--- config.mk ---
export PLATFORM = sky130hd
export DESIGN_NAME = compute_dispatch_flat
export DESIGN_NICKNAME = d
export VERILOG_FILES = /design/src/rtl/compute_dispatch_if.sv /design/src/rtl/compute_dispatch.sv /design/src/flat_wrapper.sv
export SDC_FILE = /design/constraint.sdc
export NUM_CORES = 1
export LEC_CHECK = 0
export ABC_CLOCK_PERIOD_IN_PS = 7420
export BUFFER_PORTS_ARGS = -buffer_cell sky130_fd_sc_hd__buf_2
export CAP_MARGIN = 0
export CELL_PAD_IN_SITES_DETAIL_PLACEMENT = 1
export CELL_PAD_IN_SITES_GLOBAL_PLACEMENT = 2
export CORE_MARGIN = 5
export CORE_UTILIZATION = 25
export CTS_BUF_LIST = sky130_fd_sc_hd__clkbuf_16
export DETAILED_ROUTE_END_ITERATION = 6
export GPL_TIMING_DRIVEN = 0
export PLACE_DENSITY_LB_ADDON = 0.2
export SLEW_MARGIN = 20
export SYNTH_ARGS = -nofsm -noshare
export SYNTH_HDL_FRONTEND = slang
export SYNTH_SLANG_ARGS = --single-unit
--- constraint.sdc ---
create_clock -name clk -period 7.42 [get_ports clk]
set_input_delay 1.113 -clock clk [delete_from_list [all_inputs] [get_ports clk]]
set_output_delay 1.113 -clock clk [all_outputs]
set_load 0.02 [all_outputs]
--- src/rtl/compute_dispatch_if.sv ---
// Command, host-memory, compute-unit and status signals of compute_dispatch.
// slave is the dispatcher's view; master is the host/unit-side view.
interface compute_dispatch_if #(
  parameter int unsigned DW    = 64,
  parameter int unsigned AW    = 10,
  parameter int unsigned NUNIT = 4
);
  logic [3*AW+4:0]     cmd_in;
  logic                cmd_valid;
  logic                cmd_ready;
  logic [AW-1:0]       ext_addr;
  logic [DW-1:0]       ext_din;
  logic                ext_we;
  logic [NUNIT-1:0]    unit_start;
  logic [NUNIT-1:0]    unit_done;
  logic [NUNIT*AW-1:0] unit_rd_addr;
  logic [NUNIT*AW-1:0] unit_wt_addr;
  logic [NUNIT-1:0]    unit_we;
  logic [NUNIT*DW-1:0] unit_wdata;
  logic [NUNIT-1:0]    unit_op2_sel;
  logic [3*AW-1:0]     cur_op;
  logic [AW-1:0]       mem_addra;
  logic                mem_wea;
  logic [DW-1:0]       mem_dina;
  logic [AW-1:0]       mem_addrb;
  logic                busy;
  logic                done;
  logic                err_illegal;
  logic                err_timeout;

  modport slave (
    input  cmd_in, cmd_valid, ext_addr, ext_din, ext_we,
           unit_done, unit_rd_addr, unit_wt_addr, unit_we, unit_wdata, unit_op2_sel,
    output cmd_ready, unit_start, cur_op, mem_addra, mem_wea, mem_dina, mem_addrb,
           busy, done, err_illegal, err_timeout
  );

  modport master (
    output cmd_in, cmd_valid, ext_addr, ext_din, ext_we,
           unit_done, unit_rd_addr, unit_wt_addr, unit_we, unit_wdata, unit_op2_sel,
    input  cmd_ready, unit_start, cur_op, mem_addra, mem_wea, mem_dina, mem_addrb,
           busy, done, err_illegal, err_timeout
  );
endinterface

--- src/rtl/compute_dispatch.sv ---
// Command FIFO plus IDLE/ISSUE/RUN/DONE sequencer that starts one compute unit at a
// time and muxes the shared memory port between the host and the active unit.
module compute_dispatch #(
  parameter int unsigned DW       = 64,
  parameter int unsigned AW       = 10,
  parameter int unsigned NUNIT    = 4,
  parameter int unsigned QDEPTH   = 4,
  parameter int unsigned OPC_BASE = 18,
  parameter int unsigned TIMEOUT  = 65535
) (
  input  logic               clk,
  input  logic               rst,
  compute_dispatch_if.slave  bus
);

  localparam int unsigned CW = 3*AW + 5;
  localparam int unsigned PW = $clog2(QDEPTH);
  localparam int unsigned NW = PW + 1;
  localparam int unsigned UW = (NUNIT > 1) ? $clog2(NUNIT) : 1;
  localparam int unsigned TW = $clog2(TIMEOUT + 1);

  typedef enum logic [1:0] {IDLE, ISSUE, RUN, DONE} state_e;

  state_e            state_q, state_d;
  logic [CW-1:0]     fifo_q [QDEPTH];
  logic [PW-1:0]     wr_ptr_q, rd_ptr_q;
  logic [NW-1:0]     count_q, count_d;
  logic              push, pop, full, empty;

  logic [3*AW-1:0]   cur_op_q, cur_op_d;
  logic [UW-1:0]     sel_q, sel_d;
  logic              is_unit_q, is_unit_d, is_nop_q, is_nop_d;
  logic [TW-1:0]     cnt_q, cnt_d;
  logic [NUNIT-1:0]  unit_start_q, unit_start_d;
  logic              done_q, done_d, busy_q, busy_d;
  logic              err_illegal_q, err_illegal_d, err_timeout_q, err_timeout_d;

  logic [CW-1:0]     head;
  logic [31:0]       head_ins32;
  logic              head_is_unit, head_is_nop;
  logic [UW-1:0]     head_sel;

  logic              u_done, u_we, u_op2_sel;
  logic [AW-1:0]     u_rd, u_wt, mem_addra, mem_addrb, rd_base;
  logic [DW-1:0]     u_wdata, mem_dina;
  logic              mem_wea;

  // Full is taken from the pre-pop count so a pop never re-opens a full FIFO that cycle.
  assign full    = (count_q == NW'(QDEPTH));
  assign empty   = (count_q == '0);
  assign push    = bus.cmd_valid && !full;
  assign pop     = (state_q == IDLE) && !empty;
  assign count_d = count_q + NW'(push) - NW'(pop);

  always_ff @(posedge clk) begin
    if (push) fifo_q[wr_ptr_q] <= bus.cmd_in;
  end

  always_ff @(posedge clk or posedge rst) begin
    if (rst) begin
      wr_ptr_q <= '0;
      rd_ptr_q <= '0;
      count_q  <= '0;
    end else begin
      if (push) wr_ptr_q <= wr_ptr_q + PW'(1);
      if (pop)  rd_ptr_q <= rd_ptr_q + PW'(1);
      count_q <= count_d;
    end
  end

  assign head         = fifo_q[rd_ptr_q];
  assign head_ins32   = 32'(head[4:0]);
  assign head_is_unit = (head_ins32 >= OPC_BASE) && (head_ins32 < OPC_BASE + NUNIT);
  assign head_is_nop  = (head[4:0] == 5'd0);
  assign head_sel     = UW'(head_ins32 - OPC_BASE);

  // Pick the selected unit's request signals.
  always_comb begin
    u_done    = 1'b0;
    u_we      = 1'b0;
    u_op2_sel = 1'b0;
    u_rd      = '0;
    u_wt      = '0;
    u_wdata   = '0;
    for (int k = 0; k < NUNIT; k++) begin
      if (sel_q == UW'(k)) begin
        u_done    = bus.unit_done[k];
        u_we      = bus.unit_we[k];
        u_op2_sel = bus.unit_op2_sel[k];
        u_rd      = bus.unit_rd_addr[k*AW +: AW];
        u_wt      = bus.unit_wt_addr[k*AW +: AW];
        u_wdata   = bus.unit_wdata[k*DW +: DW];
      end
    end
  end

  always_ff @(posedge clk or posedge rst) begin
    if (rst) begin
      state_q       <= IDLE;
      cur_op_q      <= '0;
      sel_q         <= '0;
      is_unit_q     <= 1'b0;
      is_nop_q      <= 1'b0;
      cnt_q         <= '0;
      unit_start_q  <= '0;
      done_q        <= 1'b0;
      busy_q        <= 1'b0;
      err_illegal_q <= 1'b0;
      err_timeout_q <= 1'b0;
    end else begin
      state_q       <= state_d;
      cur_op_q      <= cur_op_d;
      sel_q         <= sel_d;
      is_unit_q     <= is_unit_d;
      is_nop_q      <= is_nop_d;
      cnt_q         <= cnt_d;
      unit_start_q  <= unit_start_d;
      done_q        <= done_d;
      busy_q        <= busy_d;
      err_illegal_q <= err_illegal_d;
      err_timeout_q <= err_timeout_d;
    end
  end

  // Start and done pulses are decided one cycle early so they register into ISSUE/DONE.
  always_comb begin
    state_d       = state_q;
    cur_op_d      = cur_op_q;
    sel_d         = sel_q;
    is_unit_d     = is_unit_q;
    is_nop_d      = is_nop_q;
    cnt_d         = cnt_q;
    unit_start_d  = '0;
    done_d        = 1'b0;
    err_illegal_d = err_illegal_q;
    err_timeout_d = err_timeout_q;
    case (state_q)
      IDLE: begin
        if (!empty) begin
          state_d   = ISSUE;
          cur_op_d  = head[CW-1:5];
          sel_d     = head_sel;
          is_unit_d = head_is_unit;
          is_nop_d  = head_is_nop;
          if (head_is_unit) unit_start_d[head_sel] = 1'b1;
        end
      end
      ISSUE: begin
        cnt_d = '0;
        if (is_unit_q) begin
          state_d = RUN;
        end else begin
          state_d = DONE;
          done_d  = 1'b1;
          if (!is_nop_q) err_illegal_d = 1'b1;
        end
      end
      RUN: begin
        if (u_done) begin
          state_d = DONE;
          done_d  = 1'b1;
        end else if (cnt_q == TW'(TIMEOUT)) begin
          state_d       = DONE;
          done_d        = 1'b1;
          err_timeout_d = 1'b1;
        end else begin
          cnt_d = cnt_q + TW'(1);
        end
      end
      DONE:    state_d = IDLE;
      default: state_d = IDLE;
    endcase
    busy_d = (state_d != IDLE) || (count_d != '0);
  end

  // Host owns the memory port in IDLE; the active unit owns it otherwise.
  always_comb begin
    rd_base   = u_op2_sel ? cur_op_q[2*AW-1 -: AW] : cur_op_q[AW-1:0];
    mem_addra = bus.ext_addr;
    mem_addrb = bus.ext_addr;
    mem_wea   = bus.ext_we;
    mem_dina  = bus.ext_din;
    if (state_q != IDLE) begin
      mem_addra = cur_op_q[3*AW-1 -: AW] + u_wt;
      mem_addrb = rd_base + u_rd;
      mem_wea   = (state_q == RUN) && u_we;
      mem_dina  = u_wdata;
    end
  end

  assign bus.cmd_ready   = !full;
  assign bus.unit_start  = unit_start_q;
  assign bus.cur_op      = cur_op_q;
  assign bus.mem_addra   = mem_addra;
  assign bus.mem_addrb   = mem_addrb;
  assign bus.mem_wea     = mem_wea;
  assign bus.mem_dina    = mem_dina;
  assign bus.busy        = busy_q;
  assign bus.done        = done_q;
  assign bus.err_illegal = err_illegal_q;
  assign bus.err_timeout = err_timeout_q;

endmodule

--- src/flat_wrapper.sv ---
// flat-port wrapper written by rule: the top's interface ports become plain ports
module compute_dispatch_flat 
#(
  parameter int unsigned DW       = 64,
  parameter int unsigned AW       = 10,
  parameter int unsigned NUNIT    = 4,
  parameter int unsigned QDEPTH   = 4,
  parameter int unsigned OPC_BASE = 18,
  parameter int unsigned TIMEOUT  = 65535
)
  (clk, rst, bus_cmd_in, bus_cmd_valid, bus_ext_addr, bus_ext_din, bus_ext_we, bus_unit_done, bus_unit_rd_addr, bus_unit_wt_addr, bus_unit_we, bus_unit_wdata, bus_unit_op2_sel, bus_cmd_ready, bus_unit_start, bus_cur_op, bus_mem_addra, bus_mem_wea, bus_mem_dina, bus_mem_addrb, bus_busy, bus_done, bus_err_illegal, bus_err_timeout);
  compute_dispatch_if #(.DW(DW), .AW(AW), .NUNIT(NUNIT)) bus_i ();
  input  logic clk;
  input  logic rst;
  input wire logic [$bits(bus_i.cmd_in)-1:0] bus_cmd_in;
  input wire logic [$bits(bus_i.cmd_valid)-1:0] bus_cmd_valid;
  input wire logic [$bits(bus_i.ext_addr)-1:0] bus_ext_addr;
  input wire logic [$bits(bus_i.ext_din)-1:0] bus_ext_din;
  input wire logic [$bits(bus_i.ext_we)-1:0] bus_ext_we;
  input wire logic [$bits(bus_i.unit_done)-1:0] bus_unit_done;
  input wire logic [$bits(bus_i.unit_rd_addr)-1:0] bus_unit_rd_addr;
  input wire logic [$bits(bus_i.unit_wt_addr)-1:0] bus_unit_wt_addr;
  input wire logic [$bits(bus_i.unit_we)-1:0] bus_unit_we;
  input wire logic [$bits(bus_i.unit_wdata)-1:0] bus_unit_wdata;
  input wire logic [$bits(bus_i.unit_op2_sel)-1:0] bus_unit_op2_sel;
  output wire logic [$bits(bus_i.cmd_ready)-1:0] bus_cmd_ready;
  output wire logic [$bits(bus_i.unit_start)-1:0] bus_unit_start;
  output wire logic [$bits(bus_i.cur_op)-1:0] bus_cur_op;
  output wire logic [$bits(bus_i.mem_addra)-1:0] bus_mem_addra;
  output wire logic [$bits(bus_i.mem_wea)-1:0] bus_mem_wea;
  output wire logic [$bits(bus_i.mem_dina)-1:0] bus_mem_dina;
  output wire logic [$bits(bus_i.mem_addrb)-1:0] bus_mem_addrb;
  output wire logic [$bits(bus_i.busy)-1:0] bus_busy;
  output wire logic [$bits(bus_i.done)-1:0] bus_done;
  output wire logic [$bits(bus_i.err_illegal)-1:0] bus_err_illegal;
  output wire logic [$bits(bus_i.err_timeout)-1:0] bus_err_timeout;
  assign bus_i.cmd_in = bus_cmd_in;
  assign bus_i.cmd_valid = bus_cmd_valid;
  assign bus_i.ext_addr = bus_ext_addr;
  assign bus_i.ext_din = bus_ext_din;
  assign bus_i.ext_we = bus_ext_we;
  assign bus_i.unit_done = bus_unit_done;
  assign bus_i.unit_rd_addr = bus_unit_rd_addr;
  assign bus_i.unit_wt_addr = bus_unit_wt_addr;
  assign bus_i.unit_we = bus_unit_we;
  assign bus_i.unit_wdata = bus_unit_wdata;
  assign bus_i.unit_op2_sel = bus_unit_op2_sel;
  assign bus_cmd_ready = bus_i.cmd_ready;
  assign bus_unit_start = bus_i.unit_start;
  assign bus_cur_op = bus_i.cur_op;
  assign bus_mem_addra = bus_i.mem_addra;
  assign bus_mem_wea = bus_i.mem_wea;
  assign bus_mem_dina = bus_i.mem_dina;
  assign bus_mem_addrb = bus_i.mem_addrb;
  assign bus_busy = bus_i.busy;
  assign bus_done = bus_i.done;
  assign bus_err_illegal = bus_i.err_illegal;
  assign bus_err_timeout = bus_i.err_timeout;
  compute_dispatch #(.DW(DW), .AW(AW), .NUNIT(NUNIT), .QDEPTH(QDEPTH), .OPC_BASE(OPC_BASE), .TIMEOUT(TIMEOUT)) u_core (.clk(clk), .rst(rst), .bus(bus_i));
endmodule
==> results of run 1 <==
## cell type report
cell class,instances,area (sq um),area share (%)
diodes,10,25.02,0.1523
plain buffers,51,219.0,1.332
clock buffers,23,575.6,3.502
clock inverters,19,158.9,0.9670
inverters,22,85.08,0.5177
multi-input cells,548,5699,34.68
flip-flops and latches,207,5881,35.78
well taps,607,759.5,4.622
repair buffers,589,3030,18.44
## synthesized netlist by cell type, types with 14 or more instances
library cell	instances	area, sq um
dfrtp_1	67	1677
nor2_1	15	56.30
buf_2	16	80.08
a21oi_1	14	70.07
inv_1	20	75.07
edfxtp_1	140	4204
o21ai_0	41	205.2
ha_1	28	350.3
mux2_2	74	833.3
clkbuf_1	33	123.9
mux4_2	121	2725
nand2_1	127	476.7
## per-layer routing
metal,GRT usage [%],vias up,wire length (um)
li1,-,4493,-
met1,30.21,5137,25880
met2,41.47,429,31740
met3,4.286,74,4059
met4,4.859,6,1442
met5,0,-,39
## layout by cell type (no fill, tap or decap), types with 12 or more instances in the layout
cell,instances
a21oi_1,14
buf_2,600
clkbuf_1,33
clkbuf_16,23
dfrtp_1,67
edfxtp_1,140
ha_1,28
inv_1,22
mux2_2,74
mux4_2,121
nand2_1,127
nand3_1,12
nor2_1,15
o21ai_0,41
## path summary, 6_finish.rpt
kind,to,startpoint
setup / recovery,bus_mem_addra[8],u_core.sel_q[1]
hold / removal,u_core.bus.err_illegal,u_core.bus.err_illegal
setup reg to reg,u_core.bus.busy,u_core.state_q[0]
hold reg to reg,u_core.bus.err_illegal,u_core.bus.err_illegal
max in group asynchronous,u_core.bus.cur_op[25],rst
min in group asynchronous,u_core.wr_ptr_q[1],rst
## stage by stage
stage          cells  util (%)  power, uW
6_report        2076     35.15       7550
5_1_grt         2072     35.13       8029
4_1_cts         2066     35.10       7687
3_5_place_dp    2024     33.52       6551
3_3_place_gp    2019     33.28       6496
2_1_floorplan    828         -       4652
## critical path: stages, from the launching register on
cell and delay (ps):
dfrtp_1 320, clkbuf_1 410, clkbuf_1 650, buf_1 740, buf_2 580, mux4_2 440, ha_1 350, nor2b_1 150
o21ai_0 250, a21boi_0 240, o211a_1 290, o21a_1 170, o31ai_1 340, buf_2 270
## flip-flops by register name (all words and copies together), names as in the netlist, 3 cells and up
| signal | count |
|---|---|
| u_core.count_q | 3 |
| u_core.bus.cur_op | 30 |
| u_core.bus.unit_start | 4 |
| u_core.fifo_q | 140 |
| u_core.cnt_q | 16 |
## power by group
part | internal, uW | switching (uW) | leakage [uW]
registers | 1530 | 154 | 0.00213
logic | 1830 | 2930 | 0.00462
clock network | 640 | 466 | 0.000364
## logic make-up (layout without fill, tap and decap cells)
family	after synthesis	count (layout)	synth area share (%)
xor+xnor	17	17	1.254
compound gates	101	101	5.447
other cells	0	10	0
mux	198	198	30.21
simple gates	201	201	7.575
buf+inv	73	704	2.539
flops	207	207	49.52
fa+ha+maj	31	31	3.456
==> reports/summary.txt, run 1 <==
Outcome = finished, final reports clean
Drt wl/cell = 30.42 um
Initial Util = 25.40%
Global-route usage over all layers = 23.41%
Initial antenna violation count = 31
Slew Viols, Final = 0
Fillers = 5205
Post-route ant nets = 0
Hold WC Path Type = flip-flop to flip-flop
Clk buf depth = 3
Crit-path max FO = 10
Grt ovf = 0
Core footprint = 46750 sq um
Setup CP Type = flip-flop to primary output
Chip Height = 228.0 um
First-pass GRT wire length = 87690 um
Max cap viols = 0
Die width = 228.0 um
Worst Reg-to-Reg Cells = 14
Via density = 4.884
Flop2flop setup slack = 3450 ps
Worst Skew = 26.84 ps
Critical path endpoint category = primary output
Post-detail-place hpwl = 54390 um
Vias = 10139
Layout Nets = 1934
RSZ-0062 raised after global routing = false
Worst-path clk slew = 60 ps
Final WS setup = 556.6 ps
Count of final setup violators = 0
DRT iter0 DRCs = 598
Synth cell types = 48
I/O Pins = 585
Die ar. = 51960 sq um
Synthesized cell area = 11880 sq um
Row count = 79
Peak VDD IR = 0.2137 mV
Final worst path period share = 92.50%
Root Driver = clkbuf_16
DRC Markers = 0
Fraction of registers with async set/reset = 32.37%
Dpl ws = 1037 ps
EDFF count, synth = 140
Leakage = 0.007113 uW
Final wirelength = 63160 um
Setup crit start kind = flip-flop
Warnings, synthesis = 0
Post-Layout Inst Area = 16430 sq um
Synth Register Bits = 207
Register area share after synthesis = 49.52%
GP Congestion = 0.9330
Syn Area/Cell = 14.34 sq um
Largest net degree at the start of global routing = 50
Top FF cell, synth = edfxtp_1
Post-Syn Instances = 828
Final-report hold violation count = 0
TritonCTS clock tree = yes
Setup TNS = 0 ps
Min cycle time layout = 6863 ps
# Post-CTS Setup Buffers = 0
CTS Hold Buffers Added = 0
CP required = 6310 ps
Cts repair resizes = 0
Pwr dens = 459.4 nW/um^2
Layout cells sized above 1 = 58.05%
WHS Path Cells = 1
Area Growth Syn to Fin = 38.37%
FMAX = 145.7 MHz
TritonRoute pass-1 iters = 5
Final Hold Slack = 469.7 ps
Clock sinks = 207
H-tree levels = 1
I/O Buffers = 584
Clk_lat worst skew = 520 ps
Syn nets = 1320
Worst EP arrival = 5750 ps
Dpl cell area = 15670 sq um
Slew HR = 38.91%
CTS buffer count = 23
Actual slew at the worst max-slew pin = 916.4 ps
Vias in the first global route = 11060
Note: power is estimated with default switching activity, not from simulation.
==> inputs of run 2 (changes only) <==
--- a/config.mk
+++ b/config.mk
@@ -10,10 +10,10 @@
 export CAP_MARGIN = 0
 export CELL_PAD_IN_SITES_DETAIL_PLACEMENT = 1
 export CELL_PAD_IN_SITES_GLOBAL_PLACEMENT = 2
-export CORE_MARGIN = 5
-export CORE_UTILIZATION = 25
+export CORE_AREA = 5 5 223 225
 export CTS_BUF_LIST = sky130_fd_sc_hd__clkbuf_16
 export DETAILED_ROUTE_END_ITERATION = 6
+export DIE_AREA = 0 0 228 230
 export GPL_TIMING_DRIVEN = 0
 export PLACE_DENSITY_LB_ADDON = 0.2
 export SLEW_MARGIN = 20
==> constraint.sdc (replaced) <==
create_clock -name clk -period 7.42 [get_ports clk]
set_input_delay 1.113 -clock clk [delete_from_list [all_inputs] [get_ports clk]]
set_output_delay 1.113 -clock clk [all_outputs]
set_load 0.05 [all_outputs]
==> run 2 against run 1 <==
Hold slack lost 8.8 ps. Critical path depth is the same. Final cell count grew 0.63%. Wire length shrank 1.1%. First-iteration DRC count shrank 5.2%. Combinational power grew 24%. Largest cell class unchanged.
==> reports/summary.txt, run 2 (synthesis gave the netlist of run 1 again) <==
Final-report hold violation count = 0 (unchanged)
Vias = 10177 (+0.37%)
Fillers = 5273 (+1.3%)
Area Growth Syn to Fin = 38.87%
Die ar. = 52440 sq um (+0.92%)
Crit-path max FO = 10 (unchanged)
PnR Total Power = 8733 uW (+16%)
Clk buf depth = 3 (unchanged)
Area occupied by multi-input gates = 5699 sq um (unchanged)
DRT iter0 DRCs = 567 (-5.2%)
Grt ovf = 0 (unchanged)
Register area = 5881 sq um (unchanged)
Max FFs per register = 140 (unchanged)
Hold WC Path Type = flip-flop to flip-flop
Slew Viols, Final = 0 (unchanged)
Worst Skew = 24.81 ps (-2.031 ps)
H-tree levels = 1 (unchanged)
Top reg by flops = u_core.fifo_q
Initial Util = 25.08% (-0.32 points)
# Post-CTS Setup Buffers = 0 (unchanged)
CTS buffer count = 24 (+4.3%)
CP required = 6310 ps (about the same)
Slew HR = 36.86% (-2.1 points)
Die width = 228 um (about the same)
Post-detail-place hpwl = 53310 um (-2.0%)
Layout cells sized above 1 = 57.97% (-0.079 points)
Chip Height = 230 um (+0.90%)
Final Hold Slack = 460.9 ps (-8.796 ps)
Min cycle time layout = 6980 ps (+116.8 ps)
Post-route ant nets = 0 (unchanged)
DRC Markers = 0 (unchanged)
TritonRoute pass-1 iters = 5 (unchanged)
RSZ-0062 raised after global routing = false
Clk_lat worst skew = 530 ps (about the same)
I/O Buffers = 584 (unchanged)
Initial antenna violation count = 41 (+32%)
Setup crit start kind = flip-flop
Row count = 80 (+1.3%)
Vias in the first global route = 10927 (-1.2%)
Critical path endpoint category = primary output
FMAX = 143.3 MHz (-1.7%)
Outcome = finished, final reports clean
Max cap viols = 0 (unchanged)
I/O Pins = 585 (unchanged)
First-pass GRT wire length = 85780 um (-2.2%)
Global-route usage over all layers = 22.85% (-0.57 points)
Most common cell after layout, fill and taps aside = buf_2
Leakage = 0.007160 uW (+0.66%)
Clock sinks = 207 (unchanged)
Setup CP Type = flip-flop to primary output
Flop2flop setup slack = 3440 ps (about the same)
GP Congestion = 1.022 (+9.5%)
Count of final setup violators = 0 (unchanged)
Final worst path period share = 94.07% (+1.6 points)
TritonCTS clock tree = yes
Via density = 4.872 (-0.25%)
Layout Utilization = 34.84% (-0.31 points)
Layout Nets = 1935 (+0.052%)
Final wirelength = 62490 um (-1.1%)
Pwr dens = 529.5 nW/um^2 (+15%)
Actual slew at the worst max-slew pin = 947.1 ps (+30.78 ps)
Worst EP arrival = 5870 ps (+120 ps)
Drt wl/cell = 29.91 um (-1.7%)
CTS Hold Buffers Added = 0 (unchanged)
Worst-path clk slew = 60 ps (about the same)
Largest net degree at the start of global routing = 38 (-24%)
Peak VDD IR = 0.2319 mV (+8.5%)
Root Driver = clkbuf_16
Most frequent cells in the layout = 600 x buf_2, 140 x edfxtp_1, 127 x nand2_1, 121 x mux4_2, 74 x mux2_2
Setup TNS = 0 ps (unchanged)
Core footprint = 47350 sq um (+1.3%)
Cts repair resizes = 0 (unchanged)
## run 2: cell count changes in the layout (fill, tap and decap cells not counted), sizes merged
cell | previous run | this run
clkinv | 9 | 10
inv | 27 | 28
diode | 10 | 13
clkinvlp | 3 | 1
clkbuf | 56 | 58
## run 2: per-layer routing
metal | share of wire [%] | track usage, % | vias up
li1 | - | - | 4500
met1 | 41 | 28.57 | 5142
met2 | 50 | 39.82 | 435
met3 | 7.0 | 6.144 | 84
met4 | 1.8 | 5.086 | 16
met5 | 0.18 | 0 | -
## run 2: power breakdown
group          switching, uW  internal, uW  leakage [uW]
logic                   4080          1830       0.00462
clock network            468           680      0.000411
registers                142          1530       0.00213
total                   4690          4040       0.00716
## run 2: stage by stage
stage / cells / instance area, sq um / setup WS (ps)
CTS: 2076 / 16460 / 278.9
detailed placement: 2032 / 15680 / 887.8
floorplan: 828 / 11880 / 1940
global route: 2082 / 16480 / 90.46
global placement: 2027 / 15570 / 967.3
finish: 2089 / 16490 / 439.8
## run 2: area by class of cell
class / count / share of cell area [%]
Buffer: 51 / 1.328
Timing Repair Buffer: 589 / 18.37
Inverter: 22 / 0.5159
Sequential cell: 207 / 35.65
Multi-Input combinational cell: 548 / 34.55
Tap cell: 615 / 4.665
Clock buffer: 25 / 3.793
Antenna cell: 13 / 0.1972
Clock inverter: 19 / 0.9179
## run 2: critical path, stage by stage (launching register included)
cell and delay, ps:
dfrtp_1 320, clkbuf_1 440, clkbuf_1 660, buf_1 770, buf_2 620, mux4_2 440, ha_1 360, a21o_1 190
a21oi_1 190, a21boi_0 180, a221oi_1 510, xnor2_1 120, o21ai_0 180, buf_2 320
## run 2: worst paths after layout
path / startpoint / end / cells after the start
worst min register to register: u_core.is_nop_q / u_core.bus.err_illegal / 1
worst min-delay path: u_core.is_nop_q / u_core.bus.err_illegal / 1
min in group asynchronous: rst / u_core.bus.cur_op[1] / 2
worst max-delay path: u_core.sel_q[1] / bus_mem_addrb[9] / 13
max in group asynchronous: rst / u_core.bus.cur_op[28] / 3
worst max register to register: u_core.state_q[0] / u_core.bus.busy / 14
==> inputs of run 3 (changes only) <==
--- a/config.mk
+++ b/config.mk
@@ -5,15 +5,15 @@
 export SDC_FILE = /design/constraint.sdc
 export NUM_CORES = 1
 export LEC_CHECK = 0
-export ABC_CLOCK_PERIOD_IN_PS = 7420
+export ABC_CLOCK_PERIOD_IN_PS = 7000
 export BUFFER_PORTS_ARGS = -buffer_cell sky130_fd_sc_hd__buf_2
 export CAP_MARGIN = 0
 export CELL_PAD_IN_SITES_DETAIL_PLACEMENT = 1
 export CELL_PAD_IN_SITES_GLOBAL_PLACEMENT = 2
-export CORE_AREA = 5 5 223 225
+export CORE_AREA = 5 5 228 230
 export CTS_BUF_LIST = sky130_fd_sc_hd__clkbuf_16
 export DETAILED_ROUTE_END_ITERATION = 6
-export DIE_AREA = 0 0 228 230
+export DIE_AREA = 0 0 233 235
 export GPL_TIMING_DRIVEN = 0
 export PLACE_DENSITY_LB_ADDON = 0.2
 export SLEW_MARGIN = 20
==> constraint.sdc (replaced) <==
create_clock -name clk -period 7 [get_ports clk]
set_input_delay 1.05 -clock clk [delete_from_list [all_inputs] [get_ports clk]]
set_output_delay 1.05 -clock clk [all_outputs]
set_load 0.05 [all_outputs]
==> run 3 against run 2 <==
Combinational power rose by 5.8%. Clock-buffer cell count is 1 lower. Setup slack gained 160 ps. Highest routed layer unchanged.
==> reports/summary.txt, run 3 (synthesis gave the netlist of run 1 again) <==
Row count = 82 (+2.5%)
Die width = 233 um (+2.2%)
DRC Markers = 0 (unchanged)
Grt ovf = 0 (unchanged)
Layout Utilization = 33.45% (-1.4 points)
Worst-path clk slew = 70 ps (about the same)
Chip Height = 235 um (+2.2%)
Most common cell after layout, fill and taps aside = buf_2
First-pass GRT wire length = 88170 um (+2.8%)
Max incr delay on CP = 630 ps (-140 ps)
Worst Skew = 15.98 ps (-8.825 ps)
Initial antenna violation count = 47 (+15%)
Top reg by flops = u_core.fifo_q
Final-report hold violation count = 0 (unchanged)
FMAX = 156.2 MHz
Via density = 4.769 (-2.1%)
R2r startpoint = u_core.state_q[0]
I/O Pins = 585 (unchanged)
Final WS setup = 597.2 ps (+157.4 ps)
Fillers = 5575 (+5.7%)
TritonRoute pass-1 iters = 4 (-1)
Max FFs per register = 140 (unchanged)
Core footprint = 49660 sq um (+4.9%)
Layout Nets = 1934 (-0.052%)
Clk_lat worst skew = 530 ps (about the same)
Die ar. = 54760 sq um (+4.4%)
Final Hold Slack = 474.5 ps (+13.58 ps)
End of the critical path = bus_mem_addrb[9]
Hold WC Path Type = flip-flop to flip-flop
Outcome = finished, final reports clean
Post-route ant nets = 0 (unchanged)
Post-detail-place hpwl = 55590 um (+4.3%)
Area Growth Syn to Fin = 39.84%
Flop2flop setup slack = 2850 ps (-590 ps)
I/O Buffers = 584 (unchanged)
Clock sinks = 207 (unchanged)
Vias = 10234 (+0.56%)
Slew Viols, Final = 0 (unchanged)
Critical path's most frequent cell = buf_2
Global-route usage over all layers = 22.73% (-0.12 points)
Count of final setup violators = 0 (unchanged)
CTS Hold Buffers Added = 0 (unchanged)
Largest net degree at the start of global routing = 44 (+16%)
Worst R2R End = u_core.bus.busy
Vias in the first global route = 11032 (+0.96%)
H-tree levels = 1 (unchanged)
GP Congestion = 0.9212 (-9.8%)
Dpl cell area = 15760 sq um (+0.50%)
Crit-path cells = buf_6, buf_2, buf_2, buf_2, mux4_2, ha_1, a21o_1, a21oi_1, a21boi_0, a221oi_1, xnor2_1, o21ai_0, buf_2
Root Driver = clkbuf_16
Setup TNS = 0 ps (unchanged)
Layout cells sized above 1 = 58.19% (+0.22 points)
Final worst path period share = 91.47%
DRT iter0 DRCs = 588 (+3.7%)
Critical path endpoint category = primary output
Setup CP Type = flip-flop to primary output
Min cycle time layout = 6403 ps
Worst Reg-to-Reg Cells = 14 (unchanged)
Final wirelength = 64690 um (+3.5%)
Setup crit start kind = flip-flop
Most frequent cells in the layout = 600 x buf_2, 140 x edfxtp_1, 127 x nand2_1, 121 x mux4_2, 74 x mux2_2
Clk buf depth = 3 (unchanged)
Actual slew at the worst max-slew pin = 1104 ps (+157.0 ps)
Pwr dens = 562.7 nW/um^2 (+6.3%)
Crit-path max FO = 10 (unchanged)
RSZ-0062 raised after global routing = false
TritonCTS clock tree = yes
CTS buffer count = 24 (unchanged)
Worst path slowest cell = buf_2
Peak VDD IR = 0.6672 mV (+190%)
CP required = 5950 ps (-360 ps)
Initial Util = 23.92% (-1.2 points)
Dpl ws = 485.8 ps (-402.0 ps)
Max cap viols = 0 (unchanged)
CP startpoint = u_core.sel_q[0]
Post-Layout Inst Area = 16610 sq um (+0.70%)
Drt wl/cell = 30.14 um (+0.77%)
Slew HR = 26.39% (-10 points)
Worst EP arrival = 5350 ps (-520 ps)
Leakage = 0.007164 uW (about the same)
[run 3: stage by stage]
step | power [uW] | std cells
after detailed placement | 8190 | 2089
final | 9345 | 2146
after CTS | 9520 | 2132
after global routing | 9880 | 2141
after floorplan | 6153 | 828
after global placement | 8131 | 2084
[run 3: timing repair]
action / in CTS / in global routing
setup buffers: 0 / 0
setup endpoints to repair: 4 / 2
gates resized for setup: 1 / 0
pin swaps: 0 / 0
[run 3: layout make-up]
class | instances | area (sq um) | area share, %
flip-flops and latches | 207 | 5881 | 35.41
plain buffers | 50 | 216.5 | 1.303
clock inverters | 19 | 210.2 | 1.266
inverters | 22 | 85.08 | 0.5123
multi-input cells | 548 | 5699 | 34.32
clock buffers | 24 | 600.6 | 3.616
diodes | 15 | 37.54 | 0.2260
well taps | 672 | 840.8 | 5.063
repair buffers | 589 | 3038 | 18.29
[run 3: worst min-delay path by stage]
stage,startpoint,end,depth (start not counted)
floorplan,u_core.is_nop_q,u_core.bus.err_illegal,1
global placement,u_core.bus.err_timeout,u_core.bus.err_timeout,1
detailed placement,u_core.bus.err_timeout,u_core.bus.err_timeout,1
CTS,u_core.bus.err_timeout,u_core.bus.err_timeout,1
global route,u_core.bus.err_timeout,u_core.bus.err_timeout,1
finish,u_core.bus.err_timeout,u_core.bus.err_timeout,1
[run 3: routing by layer]
layer,vias up,wire [um],track usage (%)
met5,-,46,0
met4,8,1619,6.122
met3,94,3638,3.767
met2,431,33820,41.35
met1,5201,25560,27.74
li1,4500,-,-
[run 3: worst max-delay path, delay by kind of cell, from the launching register on]
family / cells / cell delay (ps)
buffers and inverters: 5 / 1990
AOI/OAI and AO/OA: 5 / 1270
muxes: 1 / 620
adders and majority gates: 1 / 360
DFF: 1 / 340
xor gates and xnor gates: 1 / 210
[run 3: where the power goes]
| part | internal [uW] | leakage (uW) | switching [uW] |
|---|---|---|---|
| Clock | 776 | 0.000410 | 518 |
| Sequential | 1630 | 0.00213 | 174 |
| Combinational | 1940 | 0.00462 | 4320 |
| Total | 4340 | 0.00716 | 5010 |
